--- config.mk ---
export PLATFORM = sky130hd
export DESIGN_NAME = instruction_fetch_unit
export DESIGN_NICKNAME = d
export VERILOG_FILES = /design/src/rtl/instruction_fetch_unit_pkg.sv /design/src/rtl/instruction_field_decoder.sv /design/src/rtl/instruction_fetch_unit.sv
export SDC_FILE = /design/constraint.sdc
export NUM_CORES = 1
export LEC_CHECK = 0
export ABC_AREA = 1
export ABC_CLOCK_PERIOD_IN_PS = 2200
export CORE_ASPECT_RATIO = 0.75
export CORE_MARGIN = 4
export CORE_UTILIZATION = 25
export CTS_BUF_LIST = sky130_fd_sc_hd__clkbuf_16
export DETAILED_ROUTE_END_ITERATION = 8
export GPL_ROUTABILITY_DRIVEN = 0
export GPL_TIMING_DRIVEN = 0
export SYNTH_ARGS = -nofsm -noshare
export SYNTH_HDL_FRONTEND = slang
export SYNTH_SLANG_ARGS = --single-unit
--- constraint.sdc ---
create_clock -name Clock -period 2.2 [get_ports Clock]
set_input_delay 0.33 -clock Clock [delete_from_list [all_inputs] [get_ports Clock]]
set_output_delay 0.33 -clock Clock [all_outputs]
set_load 0.05 [all_outputs]
--- src/rtl/instruction_fetch_unit_pkg.sv ---
// Shared definitions for the instruction fetch path: opcodes, register indices and the
// fixed 28-bit instruction field layout.
package instruction_fetch_unit_pkg;

    typedef enum logic [3:0] {
        OpNop  = 4'h0,
        OpSto  = 4'h1,
        OpImul = 4'h6,
        OpLed  = 4'hC
    } opcode_e;

    localparam logic [7:0] R0 = 8'd0;
    localparam logic [7:0] R1 = 8'd1;
    localparam logic [7:0] R2 = 8'd2;
    localparam logic [7:0] R3 = 8'd3;
    localparam logic [7:0] R4 = 8'd4;
    localparam logic [7:0] R5 = 8'd5;
    localparam logic [7:0] R6 = 8'd6;
    localparam logic [7:0] R7 = 8'd7;

    localparam int unsigned InstrW    = 28;
    localparam int unsigned OpcodeMsb = 27;
    localparam int unsigned OpcodeLsb = 24;
    localparam int unsigned DestMsb   = 23;
    localparam int unsigned DestLsb   = 16;
    localparam int unsigned Src1Msb   = 15;
    localparam int unsigned Src1Lsb   = 8;
    localparam int unsigned Src0Msb   = 7;
    localparam int unsigned Src0Lsb   = 0;

    // Low 16 bits are either {src1, src0} or an STO literal.
    function automatic logic [InstrW-1:0] pack_instr(input opcode_e op, input logic [7:0] dest,
                                                     input logic [15:0] low);
        return {op, dest, low};
    endfunction

endpackage

--- src/rtl/instruction_field_decoder.sv ---
// Pure combinational split of a 28-bit instruction word into its opcode/operand fields.
module instruction_field_decoder
    import instruction_fetch_unit_pkg::*;
(
    input  logic [InstrW-1:0] instr,
    output logic [3:0]        opcode,
    output logic [7:0]        dest,
    output logic [7:0]        src1,
    output logic [7:0]        src0,
    output logic [15:0]       immediate
);

    assign opcode    = instr[OpcodeMsb:OpcodeLsb];
    assign dest      = instr[DestMsb:DestLsb];
    assign src1      = instr[Src1Msb:Src1Lsb];
    assign src0      = instr[Src0Msb:Src0Lsb];
    assign immediate = instr[Src1Msb:Src0Lsb];

endmodule

--- src/rtl/instruction_fetch_unit.sv ---
// Fetch stage: owns the PC, drives the ROM address, holds one fetched instruction and hands
// it to execute over valid/ready. Branch redirects from execute flush the buffer.
module instruction_fetch_unit
    import instruction_fetch_unit_pkg::*;
#(
    parameter int unsigned            ADDR_WIDTH  = 16,
    parameter int unsigned            INSTR_WIDTH = 28,
    parameter logic [ADDR_WIDTH-1:0]  RESET_PC    = '0
) (
    input  logic                   Clock,
    input  logic                   Reset,
    output logic [ADDR_WIDTH-1:0]  oAddress,
    input  logic [INSTR_WIDTH-1:0] iInstruction,
    input  logic                   iBranchTaken,
    input  logic [ADDR_WIDTH-1:0]  iBranchTarget,
    input  logic                   iReady,
    output logic                   oValid,
    output logic [ADDR_WIDTH-1:0]  oPC,
    output logic [3:0]             oOpcode,
    output logic [7:0]             oDest,
    output logic [7:0]             oSrc1,
    output logic [7:0]             oSrc0,
    output logic [15:0]            oImmediate
);

    logic [ADDR_WIDTH-1:0]  pc_q, pc_d;
    logic [ADDR_WIDTH-1:0]  ipc_q, ipc_d;
    logic [INSTR_WIDTH-1:0] buf_q, buf_d;
    logic                   valid_q, valid_d;
    logic                   load;

    always_comb begin
        pc_d    = pc_q;
        ipc_d   = ipc_q;
        buf_d   = buf_q;
        valid_d = valid_q;
        load    = !valid_q || iReady;
        // A redirect discards the buffered instruction even if execute is accepting it.
        if (iBranchTaken) begin
            pc_d    = iBranchTarget;
            valid_d = 1'b0;
        end else if (load) begin
            buf_d   = iInstruction;
            ipc_d   = pc_q;
            valid_d = 1'b1;
            pc_d    = pc_q + ADDR_WIDTH'(1);
        end
    end

    always_ff @(posedge Clock or negedge Reset) begin
        if (!Reset) begin
            pc_q    <= RESET_PC;
            ipc_q   <= '0;
            buf_q   <= '0;
            valid_q <= 1'b0;
        end else begin
            pc_q    <= pc_d;
            ipc_q   <= ipc_d;
            buf_q   <= buf_d;
            valid_q <= valid_d;
        end
    end

    assign oAddress = pc_q;
    assign oValid   = valid_q;
    assign oPC      = ipc_q;

    instruction_field_decoder u_decoder (
        .instr     (buf_q),
        .opcode    (oOpcode),
        .dest      (oDest),
        .src1      (oSrc1),
        .src0      (oSrc0),
        .immediate (oImmediate)
    );

endmodule
==> metrics.cfg, run 1 <==
[power_and_ir_drop]
ir_worst_vdd_mv = 0.3635
finalPower_mw = 4.259
power_density_nw_per_um2 = 934.4
leakagePower_nw = 2.107

[timing]
rsz0062_at_grt = no
whs_ns = 0.08572
hold_viol_final = 0
max_freq_mhz = 499.0
period_minus_slack_ns = 2.004
final.setup.worst_slack_ns = 0.1961
tns_ns = 0
setup_violations = 0
tightest_slew_ns = 0.7871
fin_worst_skew_ns = 0.005361
finalMaxSlewViolations = 0
relSlewSlack_pct = 47.53
fin_crit_sh_pct = 91.09

[cts]
clkTransAtPathRegs_ns = 0.05
clockBufferDepth = 2
clock_latency_ns = 0.32
htreeDepth = 3
cts.sinks = 61
cts_buffers = 9
cts-root-buf = clkbuf_16
cts_setup_buffers = 0
tritoncts = built
cts_hold_buf = 0
ctsResizeCount = 0

[detailed_routing]
num_vias = 2736
ant_nets = 0
drt_wl_total_um = 8644
initialDrtViolationCount = 152
drt-wirelength-per-cell_um = 13.99
drtPass1Iterations = 4
drc = 0
post_drt_via_cell_ratio = 4.427

[yosys]
yosys_warnings = 0
ys_ff_latch = 61
synth_compound_gate_area_share_pct = 6.722
yosys.area_share.adder_pct = 0.4394
syn_nets = 388
synthXorXnorAreaFrac_pct = 0.3076
synth.distinct_cells = 25
synth-seq-area-share_pct = 53.60
synthesis.area_um2 = 2848
synth-simple-area-share_pct = 28.87
synth_mux_area_share_pct = 0
syn_inst = 339
avgSynthCellArea_um2 = 8.400
synth_top_family_by_area = simple AND/OR/NAND/NOR gates

[placement]
dp.cells = 602
dp_hpwl_um = 6455
post-place-ws_ns = 0.4224
port-buffer-count = 123
placed_area_um2 = 4252

[run_status]
outcome = completed

[die]
coreArea_um2 = 11020
row_count = 33
num_io_pins = 125
die_h_um = 100.4
start_util_pct = 25.83
die_w_um = 131.2
die_area_um2 = 13180

[setup_path]
crit_type = register to primary output
reg2reg_depth = 6
slowest_delay_ns = 0.88
r2r-start = oAddress[1]
worst-endpoint-arrival_ns = 1.67
critical_path_required_ns = 1.87
path_buf_inv = 1
r2r-end = oAddress[12]
crit_family = buffers and inverters
ff2ff_setup_slack_ns = 0.76
worstPathMaxFanout = 7
cp-end-kind = primary output
crit_start = oAddress[7]
slowest_stage = clkdlybuf4s50_1
crit_chain = clkdlybuf4s50_1
worst_setup_path_start_kind = register

[final_layout]
postLayoutCoreUtil_pct = 41.35
final_common_cell = clkdlybuf4s50_1
nNetsFinal = 522
final_area_um2 = 4558
fill_cells = 1094
final_cell_mix = clkdlybuf4s50_1, nand2_1, dfrtp_1
finalNonFillerCells = 618
final_layout_size_suffix_gt1_share_pct = 11.72
diodes = 0
area_growth_pct = 60.06

[global_route]
grtUsageMet2_pct = 21.58
first_global_vias = 2774
overflow = 0
grt_pass1_wl_um = 14060
grtUsageMet1_pct = 17.46
grt_max_degree = 62
grtUsageMet3_pct = 5.110
busiest_layer = met2
grt_usage_pct = 13.48
grt_antenna_before_repair = 0

[job]
maxCapViolations = 0

[hold_path]
hp-class = primary input to asynchronous set/reset pin

## sequential cells by signal, indices dropped and copies added, names as in the netlist
name / cells
oAddress: 16
buf_q: 28
oPC: 16
oValid: 1
## layout make-up
class | instances | area (um^2) | share of cell area, %
buffer | 29 | 198.9 | 4.365
clock inverter | 7 | 81.33 | 1.784
tap | 140 | 175.2 | 3.843
timing repair buffer | 123 | 1229 | 26.96
inverter | 22 | 87.58 | 1.921
multi-input combinational | 227 | 1035 | 22.70
sequential | 61 | 1526 | 33.49
clock buffer | 9 | 225.2 | 4.941
## where the power goes
group	leakage, nW	switching, mW	internal [mW]
Sequential	0.744	0.121	1.26
Clock	0.155	0.481	0.974
Combinational	1.21	0.924	0.496
Total	2.11	1.53	2.73
## synth_stat cells, drive strengths merged
master / instances / area (um^2)
buf: 28 / 193.9
a21oi: 1 / 5.000
nor2: 33 / 148.9
nand2: 125 / 489.2
nand4: 3 / 18.77
xor2: 1 / 8.760
dfrtp: 61 / 1526
nand3: 30 / 150.1
inv: 21 / 83.83
nor3: 2 / 15.01
clkbuf: 1 / 5.000
o21ai: 18 / 90.09
clkinv: 1 / 3.750
ha: 1 / 12.51
a31oi: 1 / 6.260
a22oi: 12 / 90.09
## cells by family after synthesis
logic type               count (synthesis)
flip-flops                              61
adder cells (fa/ha/maj)                  1
XOR/XNOR                                 1
AO/OA/AOI/OAI                           32
buffers and inverters                   51
AND/OR/NAND/NOR                        193
## how the worst max path moves through the flow
| stage | endpoint | slack [ns] | cells past startpoint |
|---|---|---|---|
| floorplan | oAddress[8] | 0.59 | 6 |
| global route | oAddress[7] | 0.11 | 1 |
| global placement | buf_q[15] | -1.32 | 1 |
| finish | oAddress[7] | 0.20 | 1 |
| detailed placement | buf_q[20] | 0.42 | 8 |
| CTS | oAddress[7] | 0.18 | 1 |
## layer usage
metal | vias to the layer above | wire, um
met2 | 97 | 3928
met5 | - | 0
li1 | 1338 | -
met1 | 1293 | 4039
met3 | 8 | 596
met4 | 0 | 80
No activity file was read; power rests on OpenSTA's default activity.
==> inputs of run 2 (changes only) <==
- ABC_CLOCK_PERIOD_IN_PS: 2200 -> 1900
- CAP_MARGIN: default -> 10
- clock period: 2.2 -> 1.9 ns (I/O delays scaled with it)
==> metrics.cfg, run 2 (synthesis results as in run 1) <==
[final_layout]
largest_register = buf_q  ; unchanged
final_layout_size_suffix_gt1_share_pct = 11.72  ; unchanged
multi_input_area_um2 = 1035  ; unchanged
final_common_cell = nand2_1  ; was clkdlybuf4s50_1
largest_reg_flops = 28  ; unchanged
diodes = 0  ; unchanged
postLayoutCoreUtil_pct = 41.46  ; was 41.35%
seq_area_um2 = 1526  ; unchanged
fill_cells = 1100  ; was 1094
area_growth_pct = 60.50  ; was 60.06%
nNetsFinal = 522  ; unchanged
final_cell_mix = nand2_1, clkdlybuf4s50_1, dfrtp_1  ; was clkdlybuf4s50_1, nand2_1, dfrtp_1

[setup_path]
path_depth = 1  ; unchanged
worstPathMaxFanout = 5  ; was 7
slowest_stage = clkdlybuf4s50_1  ; unchanged
cp-end-kind = primary output  ; unchanged
crit_start = oAddress[9]  ; was oAddress[7]
path_buf_inv = 1  ; unchanged
crit_chain = clkdlybuf4s50_1  ; unchanged
cp-endpoint = oAddress[9]  ; was oAddress[7]
slowest_delay_ns = 0.84  ; was 0.88 ns
ff2ff_setup_slack_ns = 0.49  ; was 0.76 ns
worst-endpoint-arrival_ns = 1.58  ; was 1.67 ns
crit_type = register to primary output  ; unchanged
critical_path_required_ns = 1.62  ; was 1.87 ns
crit_family = buffers and inverters  ; unchanged
r2r-end = oAddress[10]  ; was oAddress[12]
r2r-start = oAddress[1]  ; unchanged
reg2reg_depth = 6  ; unchanged
worst_setup_path_start_kind = register  ; unchanged

[detailed_routing]
post_drt_via_cell_ratio = 4.434  ; was 4.427
drt_wl_total_um = 8695  ; was 8644 um
ant_nets = 0  ; unchanged
drt-wirelength-per-cell_um = 14.07  ; was 13.99 um
drc = 0  ; unchanged
num_vias = 2740  ; was 2736
initialDrtViolationCount = 143  ; was 152
drtPass1Iterations = 4  ; unchanged

[timing]
rsz0062_at_grt = no  ; unchanged
finalMaxSlewViolations = 0  ; unchanged
hold_viol_final = 0  ; unchanged
fin_crit_sh_pct = 98.05
fin_worst_skew_ns = 0.005403  ; was 0.005361 ns
period_minus_slack_ns = 1.863
setup_violations = 0  ; unchanged
tightest_slew_ns = 0.7849  ; was 0.7871 ns
relSlewSlack_pct = 47.67  ; was 47.53%
max_freq_mhz = 536.8
whs_ns = 0.04024  ; was 0.08572 ns

[cts]
htreeDepth = 3  ; unchanged
tritoncts = built  ; unchanged
cts_buffers = 9  ; unchanged
ctsResizeCount = 16  ; was 0
clock_latency_ns = 0.32  ; about the same
cts-root-buf = clkbuf_16  ; unchanged
cts_setup_buffers = 0  ; unchanged
clockBufferDepth = 2  ; unchanged
cts.sinks = 61  ; unchanged
clkTransAtPathRegs_ns = 0.05  ; about the same
cts_hold_buf = 0  ; unchanged

[die]
row_count = 33  ; unchanged
coreArea_um2 = 11020  ; unchanged
die_w_um = 131.2  ; unchanged
start_util_pct = 25.83  ; unchanged
num_io_pins = 125  ; unchanged
die_h_um = 100.4  ; unchanged
die_area_um2 = 13180  ; unchanged

[hold_path]
hp-class = primary input to asynchronous set/reset pin  ; unchanged

[placement]
dp_hpwl_um = 6455  ; unchanged
port-buffer-count = 123  ; unchanged

[job]
maxCapViolations = 0  ; unchanged

[power_and_ir_drop]
power_density_nw_per_um2 = 1072  ; was 934.4 nW/um^2
leakagePower_nw = 2.287  ; was 2.107 nW
ir_worst_vdd_mv = 0.4207  ; was 0.3635 mV

[global_route]
grt_usage_pct = 13.49  ; was 13.48%
overflow = 0  ; unchanged
first_global_vias = 2774  ; unchanged
grt_antenna_before_repair = 0  ; unchanged
grt_pass1_wl_um = 14080  ; was 14060 um
grt_max_degree = 62  ; unchanged

[run_status]
outcome = completed  ; unchanged

-- run 2: routing by layer --
| metal | track usage [%] | share of wire, % | vias to the layer above |
|---|---|---|---|
| li1 | - | - | 1337 |
| met5 | 0 | 0 | - |
| met3 | 5.110 | 6.7 | 8 |
| met2 | 21.58 | 46 | 95 |
| met4 | 3.228 | 0.92 | 0 |
| met1 | 17.49 | 47 | 1300 |
-- run 2: how the worst min path moves through the flow --
| stage | from | end | slack (ns) | depth (start not counted) |
|---|---|---|---|---|
| after floorplan | Reset | buf_q[0] | -0.01 | 0 |
| after global placement | buf_q[18] | buf_q[18] | 0.46 | 2 |
| after detailed placement | Reset | buf_q[23] | 0.43 | 1 |
| after CTS | Reset | buf_q[23] | 0.08 | 1 |
| after global routing | Reset | buf_q[19] | 0.12 | 1 |
| final | Reset | buf_q[23] | 0.04 | 1 |
-- run 2: power by group --
group	switching, mW	internal, mW	leakage (nW)
clock network	0.557	1.13	0.155
registers	0.140	1.46	0.744
logic	1.07	0.542	1.39
-- run 2: through the flow --
step	setup TNS [ns]	power [mW]	worst slack [ns]	instance area [um^2]	std cells
after detailed placement	0	3.285	0.1674	4252	602
after global routing	0	5.135	0.007292	4571	618
after floorplan	0	2.640	0.2901	2848	339
after global placement	-95.49	3.272	-1.571	4254	602
final	0	4.899	0.03711	4571	618
after CTS	0	4.985	0.003740	4538	618
-- run 2: cell type report --
cell class	count	share of cell area (%)
Sequential cell	61	33.40
Clock inverter	7	1.779
Tap cell	140	3.832
Multi-Input combinational cell	227	22.64
Clock buffer	9	4.927
Inverter	22	1.916
Buffer	29	4.353
Timing Repair Buffer	123	27.16
==> inputs of run 3 (changes only) <==
- CORE_ASPECT_RATIO: 0.75 -> 2
- CTS_CLUSTER_SIZE: default -> 25
==> metrics.cfg, run 3 (synthesis results as in run 1) <==
[placement]
dp_hpwl_um = 7149  ; was 6455 um
port-buffer-count = 123  ; unchanged
placed_area_um2 = 4269  ; was 4252 um^2
dp.cells = 603  ; was 602

[cts]
clkTransAtPathRegs_ns = 0.06  ; was 0.05 ns
cts_setup_buffers = 0  ; unchanged
cts_buffers = 9  ; unchanged
cts.sinks = 61  ; unchanged
htreeDepth = 3  ; unchanged
clock_latency_ns = 0.32  ; about the same
clockBufferDepth = 2  ; unchanged
cts-root-buf = clkbuf_16  ; unchanged
cts_hold_buf = 0  ; unchanged
tritoncts = built  ; unchanged

[global_route]
grt_max_degree = 33  ; was 62
grt_antenna_before_repair = 0  ; unchanged
first_global_vias = 2814  ; was 2774
grt_usage_pct = 14.14  ; was 13.49%
grt_pass1_wl_um = 14760  ; was 14080 um
overflow = 0  ; unchanged

[timing]
fin_worst_skew_ns = 0.006923  ; was 0.005403 ns
relSlewSlack_pct = 54.01  ; was 47.67%
whs_ns = 0.001281  ; was 0.04024 ns
hold_viol_final = 0  ; unchanged
tightest_slew_ns = 0.6899  ; was 0.7849 ns
finalMaxSlewViolations = 0  ; unchanged
fin_crit_sh_pct = 98.43  ; was 98.05%
rsz0062_at_grt = no  ; unchanged
setup_violations = 0  ; unchanged
tns_ns = 0  ; unchanged
max_freq_mhz = 534.7  ; was 536.8 MHz
period_minus_slack_ns = 1.870  ; was 1.863 ns

[detailed_routing]
ant_nets = 0  ; unchanged
drtPass1Iterations = 4  ; unchanged
drt-wirelength-per-cell_um = 14.78  ; was 14.07 um
num_vias = 2680  ; was 2740
drt_wl_total_um = 9148  ; was 8695 um
post_drt_via_cell_ratio = 4.330  ; was 4.434
initialDrtViolationCount = 84  ; was 143
drc = 0  ; unchanged

[die]
die_area_um2 = 13270  ; was 13180 um^2
start_util_pct = 25.86  ; was 25.83%
die_h_um = 158.9  ; was 100.4 um
coreArea_um2 = 11010  ; was 11020 um^2
die_w_um = 83.47  ; was 131.2 um
num_io_pins = 125  ; unchanged
row_count = 54  ; was 33

[setup_path]
slowest_stage = clkdlybuf4s50_1  ; unchanged
slowest_delay_ns = 0.79  ; was 0.84 ns
crit_chain = buf_4, clkdlybuf4s50_1  ; was clkdlybuf4s50_1
cp-end-kind = primary output  ; unchanged
reg2reg_depth = 6  ; unchanged
worst-endpoint-arrival_ns = 1.59  ; was 1.58 ns
worstPathMaxFanout = 3  ; was 5
critical_path_required_ns = 1.62  ; about the same
crit_type = register to primary output  ; unchanged
path_buf_inv = 2  ; was 1
path_depth = 2  ; was 1
worst_setup_path_start_kind = register  ; unchanged
crit_family = buffers and inverters  ; unchanged

[final_layout]
fill_cells = 1118  ; was 1100
final_common_cell = nand2_1  ; unchanged
multi_input_area_um2 = 1035  ; unchanged
nNetsFinal = 523  ; was 522
diodes = 0  ; unchanged
largest_register = buf_q  ; unchanged
finalNonFillerCells = 619  ; was 618
final_area_um2 = 4574  ; was 4571 um^2
area_growth_pct = 60.63  ; was 60.50%
seq_area_um2 = 1526  ; unchanged
largest_reg_flops = 28  ; unchanged
final_cell_mix = nand2_1, clkdlybuf4s50_1, dfrtp_1  ; unchanged
final_layout_size_suffix_gt1_share_pct = 12.32  ; was 11.72%

[power_and_ir_drop]
p_seq_share_pct = 33.3  ; was 32.7%
pwr-share-comb_pct = 33.8  ; was 32.9%
finalPower_mw = 4.816  ; was 4.899 mW
power_density_nw_per_um2 = 1053  ; was 1072 nW/um^2
p_int_mw = 3.014  ; was 3.133 mW
ir_worst_vdd_mv = 0.4605  ; was 0.4207 mV
p_clk_share_pct = 33.0  ; was 34.4%
switching_share_pct = 37.41  ; was 36.05%
leakagePower_nw = 2.274  ; was 2.287 nW
power_switching_mw = 1.801  ; was 1.766 mW

[job]
maxCapViolations = 0  ; unchanged

[hold_path]
hp-class = primary input to asynchronous set/reset pin  ; unchanged

[run_status]
outcome = completed  ; unchanged

[run 3: cell count changes in the layout (fill, tap and decap cells not counted), sizes merged]
cell / before / now
inv: 22 / 21
dlygate4sd2: 16 / 15
bufinv: 2 / 1
clkinv: 5 / 4
clkdlybuf4s50: 93 / 94
clkinvlp: 0 / 3
buf: 29 / 30
[run 3: through the flow]
step	utilization [%]	setup WS, ns
after CTS	41.24	0.0005473
after detailed placement	38.76	0.1605
final	41.54	0.02979
after global placement	38.63	-1.490
after floorplan	-	0.2901
after global routing	41.54	0.0004281
[run 3: timing repair]
action	4_1_cts	5_1_grt
setup endpoints to repair	15	13
gates resized for setup	15	13
gates cloned	0	0
pin swaps	0	0
[run 3: layout make-up]
cell class,instances,area share (%)
inverter,22,1.915
timing repair buffer,124,27.54
buffer,29,4.349
sequential,61,33.37
clock inverter,7,1.450
tap,140,3.829
clock buffer,9,4.923
multi-input combinational,227,22.62
[run 3: final timing paths]
kind	start	endpoint	slack [ns]
worst min-delay path	Reset	buf_q[10]	0.001
worst min register to register	buf_q[26]	buf_q[26]	0.48
min in group Clock	iBranchTaken	oValid	0.23
max in group asynchronous	Reset	oAddress[2]	1.27
worst max-delay path	buf_q[13]	oSrc1[5]	0.03
worst max register to register	oAddress[1]	oAddress[12]	0.45
[run 3: layer usage]
metal / vias up / share of wire (%) / wire, um / track usage [%]
met5: - / 0 / 0 / 0
met4: 0 / 2.6 / 238 / 5.857
met3: 16 / 5.7 / 517 / 3.314
met2: 106 / 55 / 5056 / 26.64
met1: 1219 / 36 / 3335 / 14.70
li1: 1339 / - / - / -
[run 3: power groups by stage]
stage	clock network [mW]	logic, mW	registers (mW)
after floorplan	0	0.464	2.18
after global placement	0	1.66	1.62
after detailed placement	0	1.68	1.63
after CTS	1.64	1.66	1.60
after global routing	1.70	1.72	1.63
final	1.59	1.63	1.60
